===== src/rtl/seg_pkg.sv =====
// Shared constants and types for the seven-segment scan decoder.
package seg_pkg;

    localparam int DIGITS = 8;

    localparam logic [6:0] SEG_0 = 7'h3F;
    localparam logic [6:0] SEG_1 = 7'h06;
    localparam logic [6:0] SEG_2 = 7'h5B;
    localparam logic [6:0] SEG_3 = 7'h4F;
    localparam logic [6:0] SEG_4 = 7'h66;
    localparam logic [6:0] SEG_5 = 7'h6D;
    localparam logic [6:0] SEG_6 = 7'h7D;
    localparam logic [6:0] SEG_7 = 7'h07;
    localparam logic [6:0] SEG_8 = 7'h7F;
    localparam logic [6:0] SEG_9 = 7'h6F;
    localparam logic [6:0] SEG_A = 7'h77;
    localparam logic [6:0] SEG_B = 7'h7C;
    localparam logic [6:0] SEG_C = 7'h39;
    localparam logic [6:0] SEG_D = 7'h5E;
    localparam logic [6:0] SEG_E = 7'h79;
    localparam logic [6:0] SEG_F = 7'h71;

    typedef enum logic {
        IDLE = 1'b0,
        SCAN = 1'b1
    } state_e;

    // Digit 0 occupies the most significant nibble.
    function automatic logic [31:0] put_nibble(
        input logic [31:0] v,
        input logic [2:0]  idx,
        input logic [3:0]  nib
    );
        logic [4:0] sh;
        sh = {3'd7 - idx, 2'b00};
        return (v & ~(32'hF << sh)) | ({28'd0, nib} << sh);
    endfunction

endpackage


===== src/rtl/seg_scan_decoder_seg7_to_hex.sv =====
// Combinational seven-segment pattern to hex nibble decoder.
module seg7_to_hex
    import seg_pkg::*;
(
    input  logic [6:0] seg,
    output logic [3:0] nibble,
    output logic       bad
);

    always_comb begin
        nibble = 4'h0;
        bad    = 1'b0;
        case (seg)
            SEG_0:   nibble = 4'h0;
            SEG_1:   nibble = 4'h1;
            SEG_2:   nibble = 4'h2;
            SEG_3:   nibble = 4'h3;
            SEG_4:   nibble = 4'h4;
            SEG_5:   nibble = 4'h5;
            SEG_6:   nibble = 4'h6;
            SEG_7:   nibble = 4'h7;
            SEG_8:   nibble = 4'h8;
            SEG_9:   nibble = 4'h9;
            SEG_A:   nibble = 4'hA;
            SEG_B:   nibble = 4'hB;
            SEG_C:   nibble = 4'hC;
            SEG_D:   nibble = 4'hD;
            SEG_E:   nibble = 4'hE;
            SEG_F:   nibble = 4'hF;
            default: bad    = 1'b1;
        endcase
    end

endmodule


===== src/rtl/seg_scan_decoder.sv =====
// Reassembles a 32-bit value from an 8-digit seven-segment scan stream.
// Define SEG_ACTIVE_LOW_EN for common-anode (inverted) segment buses.
module seg_scan_decoder
    import seg_pkg::*;
(
    input  logic              clk,
    input  logic              rst,
    input  logic [2:0]        which,
    input  logic [7:0]        seg,
    input  logic              enable,
    output logic [31:0]       value,
    output logic [DIGITS-1:0] dp,
    output logic              value_valid,
    output logic              frame_err,
    output logic              blank
);

    logic [7:0]        seg_in;
    logic [3:0]        nib;
    logic              dec_bad;

`ifdef SEG_ACTIVE_LOW_EN
    assign seg_in = ~seg;
`else
    assign seg_in = seg;
`endif

    seg7_to_hex u_dec (
        .seg    (seg_in[6:0]),
        .nibble (nib),
        .bad    (dec_bad)
    );

    state_e            state_q, state_d;
    logic [2:0]        exp_q, exp_d;
    logic [31:0]       sh_val_q, sh_val_d;
    logic [DIGITS-1:0] sh_dp_q, sh_dp_d;
    logic              bad_q, bad_d;
    logic [31:0]       value_q, value_d;
    logic [DIGITS-1:0] dp_q, dp_d;
    logic              valid_q, valid_d;
    logic              err_q, err_d;
    logic              blank_q, blank_d;

    logic [31:0]       ins_val;
    logic [DIGITS-1:0] ins_dp;
    logic              ins_bad;
    logic [31:0]       start_val;
    logic [DIGITS-1:0] start_dp;

    // Candidate shadow contents if the current sample is accepted.
    always_comb begin
        ins_val        = put_nibble(sh_val_q, which, nib);
        ins_dp         = sh_dp_q;
        ins_dp[which]  = seg_in[7];
        ins_bad        = bad_q | dec_bad;
        start_val      = put_nibble(32'd0, 3'd0, nib);
        start_dp       = {{(DIGITS-1){1'b0}}, seg_in[7]};
    end

    always_comb begin
        state_d  = state_q;
        exp_d    = exp_q;
        sh_val_d = sh_val_q;
        sh_dp_d  = sh_dp_q;
        bad_d    = bad_q;
        value_d  = value_q;
        dp_d     = dp_q;
        valid_d  = 1'b0;
        err_d    = 1'b0;
        blank_d  = ~enable;

        if (!enable) begin
            state_d  = IDLE;
            exp_d    = 3'd0;
            sh_val_d = 32'd0;
            sh_dp_d  = '0;
            bad_d    = 1'b0;
        end else begin
            case (state_q)
                IDLE: begin
                    if (which == 3'd0) begin
                        state_d  = SCAN;
                        exp_d    = 3'd1;
                        sh_val_d = start_val;
                        sh_dp_d  = start_dp;
                        bad_d    = dec_bad;
                    end
                end
                SCAN: begin
                    if (which == exp_q) begin
                        if (which == 3'd7) begin
                            state_d = IDLE;
                            exp_d   = 3'd0;
                            if (!ins_bad) begin
                                value_d = ins_val;
                                dp_d    = ins_dp;
                                valid_d = 1'b1;
                            end else begin
                                err_d = 1'b1;
                            end
                        end else begin
                            sh_val_d = ins_val;
                            sh_dp_d  = ins_dp;
                            bad_d    = ins_bad;
                            exp_d    = exp_q + 3'd1;
                        end
                    end else if (which == exp_q - 3'd1) begin
                        // Prescaled drivers hold a digit for several cycles.
                        sh_val_d = ins_val;
                        sh_dp_d  = ins_dp;
                        bad_d    = ins_bad;
                    end else begin
                        err_d = 1'b1;
                        if (which == 3'd0) begin
                            exp_d    = 3'd1;
                            sh_val_d = start_val;
                            sh_dp_d  = start_dp;
                            bad_d    = dec_bad;
                        end else begin
                            state_d = IDLE;
                            exp_d   = 3'd0;
                        end
                    end
                end
                default: begin
                    state_d = IDLE;
                    exp_d   = 3'd0;
                end
            endcase
        end
    end

    always_ff @(posedge clk or posedge rst) begin
        if (rst) begin
            state_q  <= IDLE;
            exp_q    <= 3'd0;
            sh_val_q <= 32'd0;
            sh_dp_q  <= '0;
            bad_q    <= 1'b0;
            value_q  <= 32'd0;
            dp_q     <= '0;
            valid_q  <= 1'b0;
            err_q    <= 1'b0;
            blank_q  <= 1'b1;
        end else begin
            state_q  <= state_d;
            exp_q    <= exp_d;
            sh_val_q <= sh_val_d;
            sh_dp_q  <= sh_dp_d;
            bad_q    <= bad_d;
            value_q  <= value_d;
            dp_q     <= dp_d;
            valid_q  <= valid_d;
            err_q    <= err_d;
            blank_q  <= blank_d;
        end
    end

    assign value       = value_q;
    assign dp          = dp_q;
    assign value_valid = valid_q;
    assign frame_err   = err_q;
    assign blank       = blank_q;

endmodule


===== config.mk =====
export PLATFORM = sky130hd
export DESIGN_NAME = seg_scan_decoder
export DESIGN_NICKNAME = d
export VERILOG_FILES = /design/src/rtl/seg_pkg.sv /design/src/rtl/seg_scan_decoder_seg7_to_hex.sv /design/src/rtl/seg_scan_decoder.sv
export SDC_FILE = /design/constraint.sdc
export NUM_CORES = 1
export LEC_CHECK = 0
export CAP_MARGIN = 25
export CORE_AREA = 2 2 93 95
export CTS_BUF_LIST = sky130_fd_sc_hd__clkbuf_16
export CTS_CLUSTER_SIZE = 25
export DETAILED_ROUTE_END_ITERATION = 16
export DIE_AREA = 0 0 95 97
export PLACE_DENSITY = 0.79
export SYNTH_ARGS = -nofsm -noshare
export SYNTH_HDL_FRONTEND = slang
export SYNTH_SLANG_ARGS = --single-unit
export TNS_END_PERCENT = 5

===== constraint.sdc =====
create_clock -name clk -period 4.8 [get_ports clk]
set_clock_uncertainty 0.15 [all_clocks]
set_input_delay 1.44 -clock clk [delete_from_list [all_inputs] [get_ports clk]]
set_output_delay 1.44 -clock clk [all_outputs]
set_load 0.005 [all_outputs]

### After elaboration in Yosys (flattened, before gate mapping)

Index checks and enable logic that the tools add are counted.
W data, S select, Z words.

* input port bits: 14
* register bits after elaboration: 88
* output and inout bits: 43

* shift-type cells: 2
* reduce and logical (&&, ||, !) cells: 5
* equality and inequality tests: 22
* $lt $le $gt $ge: 2
* bitwise logic cells: 7
* $add $sub $neg: 3
* multiplexer cells: 47

Operators by type and width (count)
* $mux W32: 5
* $eq A7 B7 Y1 const B: 12
* $pmux W32 S2: 1
* $pmux W4 S15: 1
* $mux W8: 5
* $and A32 B32 Y32: 1
* $not A32 Y32: 1
* $or A32 B32 Y32: 1
* $shl A4 B5 Y32: 1
* $shl A4 B5 Y32 const A: 1
* $mux W1: 24
* $pmux W8 S2: 1
* $reduce_or A16 Y1: 1
* $mux W3: 5
* $eq A7 B3 Y1 const B: 2
* $eq A7 B6 Y1 const B: 2
* $bwmux W8: 1
* $ne A4 B4 Y1 const B: 2
* $eq A3 B3 Y1: 2
* $pmux W3 S2: 1
* $reduce_and A5 Y1: 1
* $lt A3 B4 Y1 const B: 1
* $pmux W1 S2: 2
* $add A3 B1 Y3 const B: 1
* other kinds (11): 13

### Logic depth before layout (Yosys ltp)

* depth after elaboration: 9
* mapped depth: 9
* depth with buffers taken out: 8

### By module

From an unflattened synthesis, not the netlist that was laid out.

* cells, all modules: 408
* area total of the unflattened synthesis: 4297.9 µm²

By module, submodules not included
* seg_scan_decoder: sequential area each 2203.4 µm², area an instance 3886.2 µm², instances 1, cells an instance 350
* seg7_to_hex: sequential area each 0.0 µm², area an instance 411.6 µm², instances 1, cells an instance 58

### Worst setup path after synthesis

Ideal clock, no wire load.

* kind: input port to flip-flop
* from: input seg[2]
* to: register dp_q[0] (netlist: dp[0])
* setup slack: 1342 ps
* arrival time: 3183 ps
* stages on the path: 7
* library setup time: 125 ps
* path through: nand3b_1 or4b_1 o21ai_1 nor3_1 a311o_2 buf_6 mux2_4

* word-level cells in the longest chain between the ends: 6
* elaborated cells between the ends (all ways): 21
* those cells by class: eq/ne: 16; mux: 1; bitwise: 2; reduce/logical: 2

RTL lines
* start, declared: line seg_scan_decoder.sv:9 `input logic [7:0] seg,`
* $eq A7 B6 Y1, or another cell as far along: line seg_scan_decoder_seg7_to_hex.sv:13 `case (seg)`
* $reduce_or A16 Y1 (no source line) (*)
* $mux W1 (*): line seg_scan_decoder_seg7_to_hex.sv:13
* $or A1 B1 Y1 (*): line seg_scan_decoder.sv:56 `ins_bad = bad_q | dec_bad;`
* $not A1 Y1 (no source line) (*)
* $reduce_and A5 Y1 (no source line) (*)
* end signal, assigned: line seg_scan_decoder.sv:153 `dp_q <= dp_d;`
* end, declared: line seg_scan_decoder.sv:40 `logic [DIGITS-1:0] dp_q, dp_d;`

Every way passes the cells marked *; elsewhere a longest branch is shown, timed or not.
A chain may end at the register's enable or synchronous reset.

### Final worst setup path

* from: input seg[0]
* to: register value_q[26] (netlist: value[26])

* word-level cells in the longest chain between the ends: 6
* elaborated cells between the ends (all ways): 24
* those cells by class: eq/ne: 16; shift: 1; mux: 2; bitwise: 3; reduce/logical: 2

RTL lines
* branches (longest 6 deep; another with $shl A4 B5 Y32)
* end signal, assigned: line seg_scan_decoder.sv:152 `value_q <= value_d;`
* end, declared: line seg_scan_decoder.sv:39 `logic [31:0] value_q, value_d;`

Several ways; the timed one is not identified.

==> flow_summary.yaml <==
status:
  status: "finished, final reports clean"
global_routing:
  grt-ovfl-total: 0
  grt_antenna_before_repair: 0
  grtUsageTotal_pct: 24.2
  grt_max_degree: 42
  grt_pass1_wl_mm: 17.3
  grt_pass1_vias: 3514
floorplanning:
  die_area_um2: 9220
  start_util_pct: 55.5
  die_x_um: 95
  die_h_um: 97
  core_um2: 8130
  ios: 57
  rows: 33
power:
  power.density_nw_per_um2: 287
  leakagePower_nw: 2.58
  ir_drop_uv: 170
critical_path:
  cp.arrival_ns: 4.04
  cp-start-kind: "input port"
  path_max_fanout: 21
  path_class: "in -> reg"
  cp.required_ns: 4.88
  cp-end-kind: "register"
sta:
  holdWs_ns: 0.328
  hold_violations: 0
  slew_violations: 0
  worst_pin_slew_ns: 0.648
  max_freq_ghz: 0.252
  rsz0062_at_grt: "false"
  period_share_pct: 82.5
  maxSlewHeadroom_pct: 56.7
  post-route-min-period_ns: 3.96
  fin_tns_setup_ns: 0
  finalSetupViolCount: 0
yosys:
  synth_seq_cells: 86
  seq_area_frac_synth_pct: 47.7
  avgSynthCellArea_um2: 10.3
  syn-cell-area_um2: 4520
  synth_top_area_share_pct: 47.1
  synthArstFlopShare_pct: 100
  synthTopCellsByArea: "dfrtp_1 (47%), mux2_4 (13%), nand2_1 (5.9%), o2bb2ai_1 (3.7%), o21ai_0 (3.2%)"
  yosysWarnings: 0
  syn-num-nets: 454
  synth.distinct_cells: 63
  syn_inst: 438
  ys.flop_type: "dfrtp_1"
  ys_top_cells_by_count: "dfrtp_1 (85), nand2_1 (71), mux2_4 (38)"
  synth_edf_count: 0
  synth.largest_area_cell: "dfrtp_1"
  synth.most_common_cell: "dfrtp_1"
drt:
  wl_mm: 10.4
  drtIter0Drc: 220
  first_pass_iters: 5
  routed_via_density: 5.98
  vias: 3579
  routedWlPerCell_um: 17.3
  drtAntennaViolNets: 0
  drc_errors: 0
cts:
  cts_hold_buf: 0
  clk_path_buf_depth: 2
  insertion_delay_ns: 0.34
  clk_pin_slew_ns: 0.06
  htreeDepth: 3
  cts_tree: "done"
  cts_setup_buffers: 0
  ctsResizeCount: 0
  cts_root_buf: "clkbuf_16"
  cts_sinks: 86
  numCtsBuffers: 9
placed_design:
  place_hpwl_mm: 7.15
  dp_cells: 582
  port_buffers: 56
  globalplace.congestion: 0.969
finish:
  drive_gt1_share_pct: 16.0
  layoutNonFillerInstCount: 598
  fillers: 646
  layout.nets: 504
  antenna-diode-count: 0
  utilization_pct: 67.4
  syn_to_final_growth_pct: 21.3
hold_path:
  min_path_type: "reg -> reg"
run:
  max_cap_violations: 0
-- report_power, final --
| group | total [mW] | internal [mW] | switching (mW) |
|---|---|---|---|
| Clock | 0.708 | 0.410 | 0.298 |
| Combinational | 0.130 | 0.0439 | 0.0863 |
| Sequential | 0.734 | 0.730 | 0.00454 |
-- state kept, by name (all words and copies together) (netlist names) --
register / count
bad_q: 1
exp_q: 3
frame_err: 1
sh_val_q: 30
value_valid: 1
sh_dp_q: 8
dp: 8
state_q: 1
value: 32
blank: 1
-- worst paths after layout --
kind / startpoint / cells past startpoint / to / slack, ns
worst max-delay path: seg[0] / 8 / value[26]$_DFFE_PP0P_ / 0.84
worst min-delay path: value[2]$_DFFE_PP0P_ / 1 / value[2]$_DFFE_PP0P_ / 0.33
worst max register to register: exp_q[0]$_DFFE_PP0P_ / 8 / sh_dp_q[4]$_DFFE_PP0P_ / 2.16
worst min register to register: value[2]$_DFFE_PP0P_ / 1 / value[2]$_DFFE_PP0P_ / 0.33
max in group asynchronous: rst / 4 / blank$_DFF_PP1_ / 2.34
min in group asynchronous: rst / 2 / value[20]$_DFFE_PP0P_ / 1.27
-- kinds of logic after synthesis --
logic type,synth area share (%)
compound gates,17.6
buf+inv,4.24
mux,13.1
flops,47.7
xor+xnor,1.50
simple gates,15.3
fa+ha+maj,0.554
-- per-stage QoR --
step | setup slack (ns) | total power, mW | cell area [µm²]
finish | 0.839 | 1.57 | 5480
global route | 0.690 | 1.63 | 5480
CTS | 0.858 | 1.58 | 5480
detailed placement | 0.503 | 0.876 | 5180
global placement | 0.582 | 0.870 | 5160
floorplan | 0.990 | 0.831 | 4520
-- layout make-up --
class                   count  area (µm²)  share of cell area [%]
clock inverters             7        77.6                    1.42
clock buffers               9         225                    4.11
flip-flops and latches     86        2150                    39.3
repair buffers             72         693                    12.6
multi-input cells         312        2170                    39.6
inverters                   7        27.5                   0.502
well taps                 105         131                    2.40
-- cell usage in the layout (no fill, tap or decap), types with 2 or more instances in the layout --
master           netlist  final
o31ai_1                2      2
nand2_1               71     71
nor2_1                27     27
and3b_1                3      3
dfrtp_1               85     85
a21o_1                 4      4
or3_1                  5      5
o22ai_1                4      4
a22oi_1                2      2
nand3b_1               8      8
a32o_1                 2      2
and2_1                 5      5
xor2_1                 3      3
and3_1                 2      2
nand3_1                5      5
a41o_1                 2      2
clkbuf_16              0      9
ha_1                   2      2
o2bb2ai_1             19     19
a22o_1                 6      6
nor3b_1                2      2
nor4_1                 2      2
o21ai_1               13     13
xnor2_1                2      2
inv_1                  5      4
a21boi_1               2      2
inv_6                  0      3
buf_4                  0     15
clkdlybuf4s50_1        0     56
mux2_4                38     38
a21oi_1               17     17
or3b_2                 2      2
o21ai_0               29     29
clkinv_2               0      3
nor3_1                 7      7
-- worst max-delay path, stage by stage --
cell             delay [ns]
clkdlybuf4s50_1        0.72
nand3b_1               0.22
or4b_1                 0.49
o21ai_1                0.08
nor3_1                 0.09
a311o_2                0.39
buf_4                  0.25
mux2_4                 0.34
-- routing by layer --
layer  up-vias  track usage [%]  wire, µm
li1       1676                -         -
met1      1751             33.6      4570
met2       132             37.6      5010
met3        20             4.36       549
met4         0             9.03       225
met5         -                0         0
(Power assumes the default switching activity.)
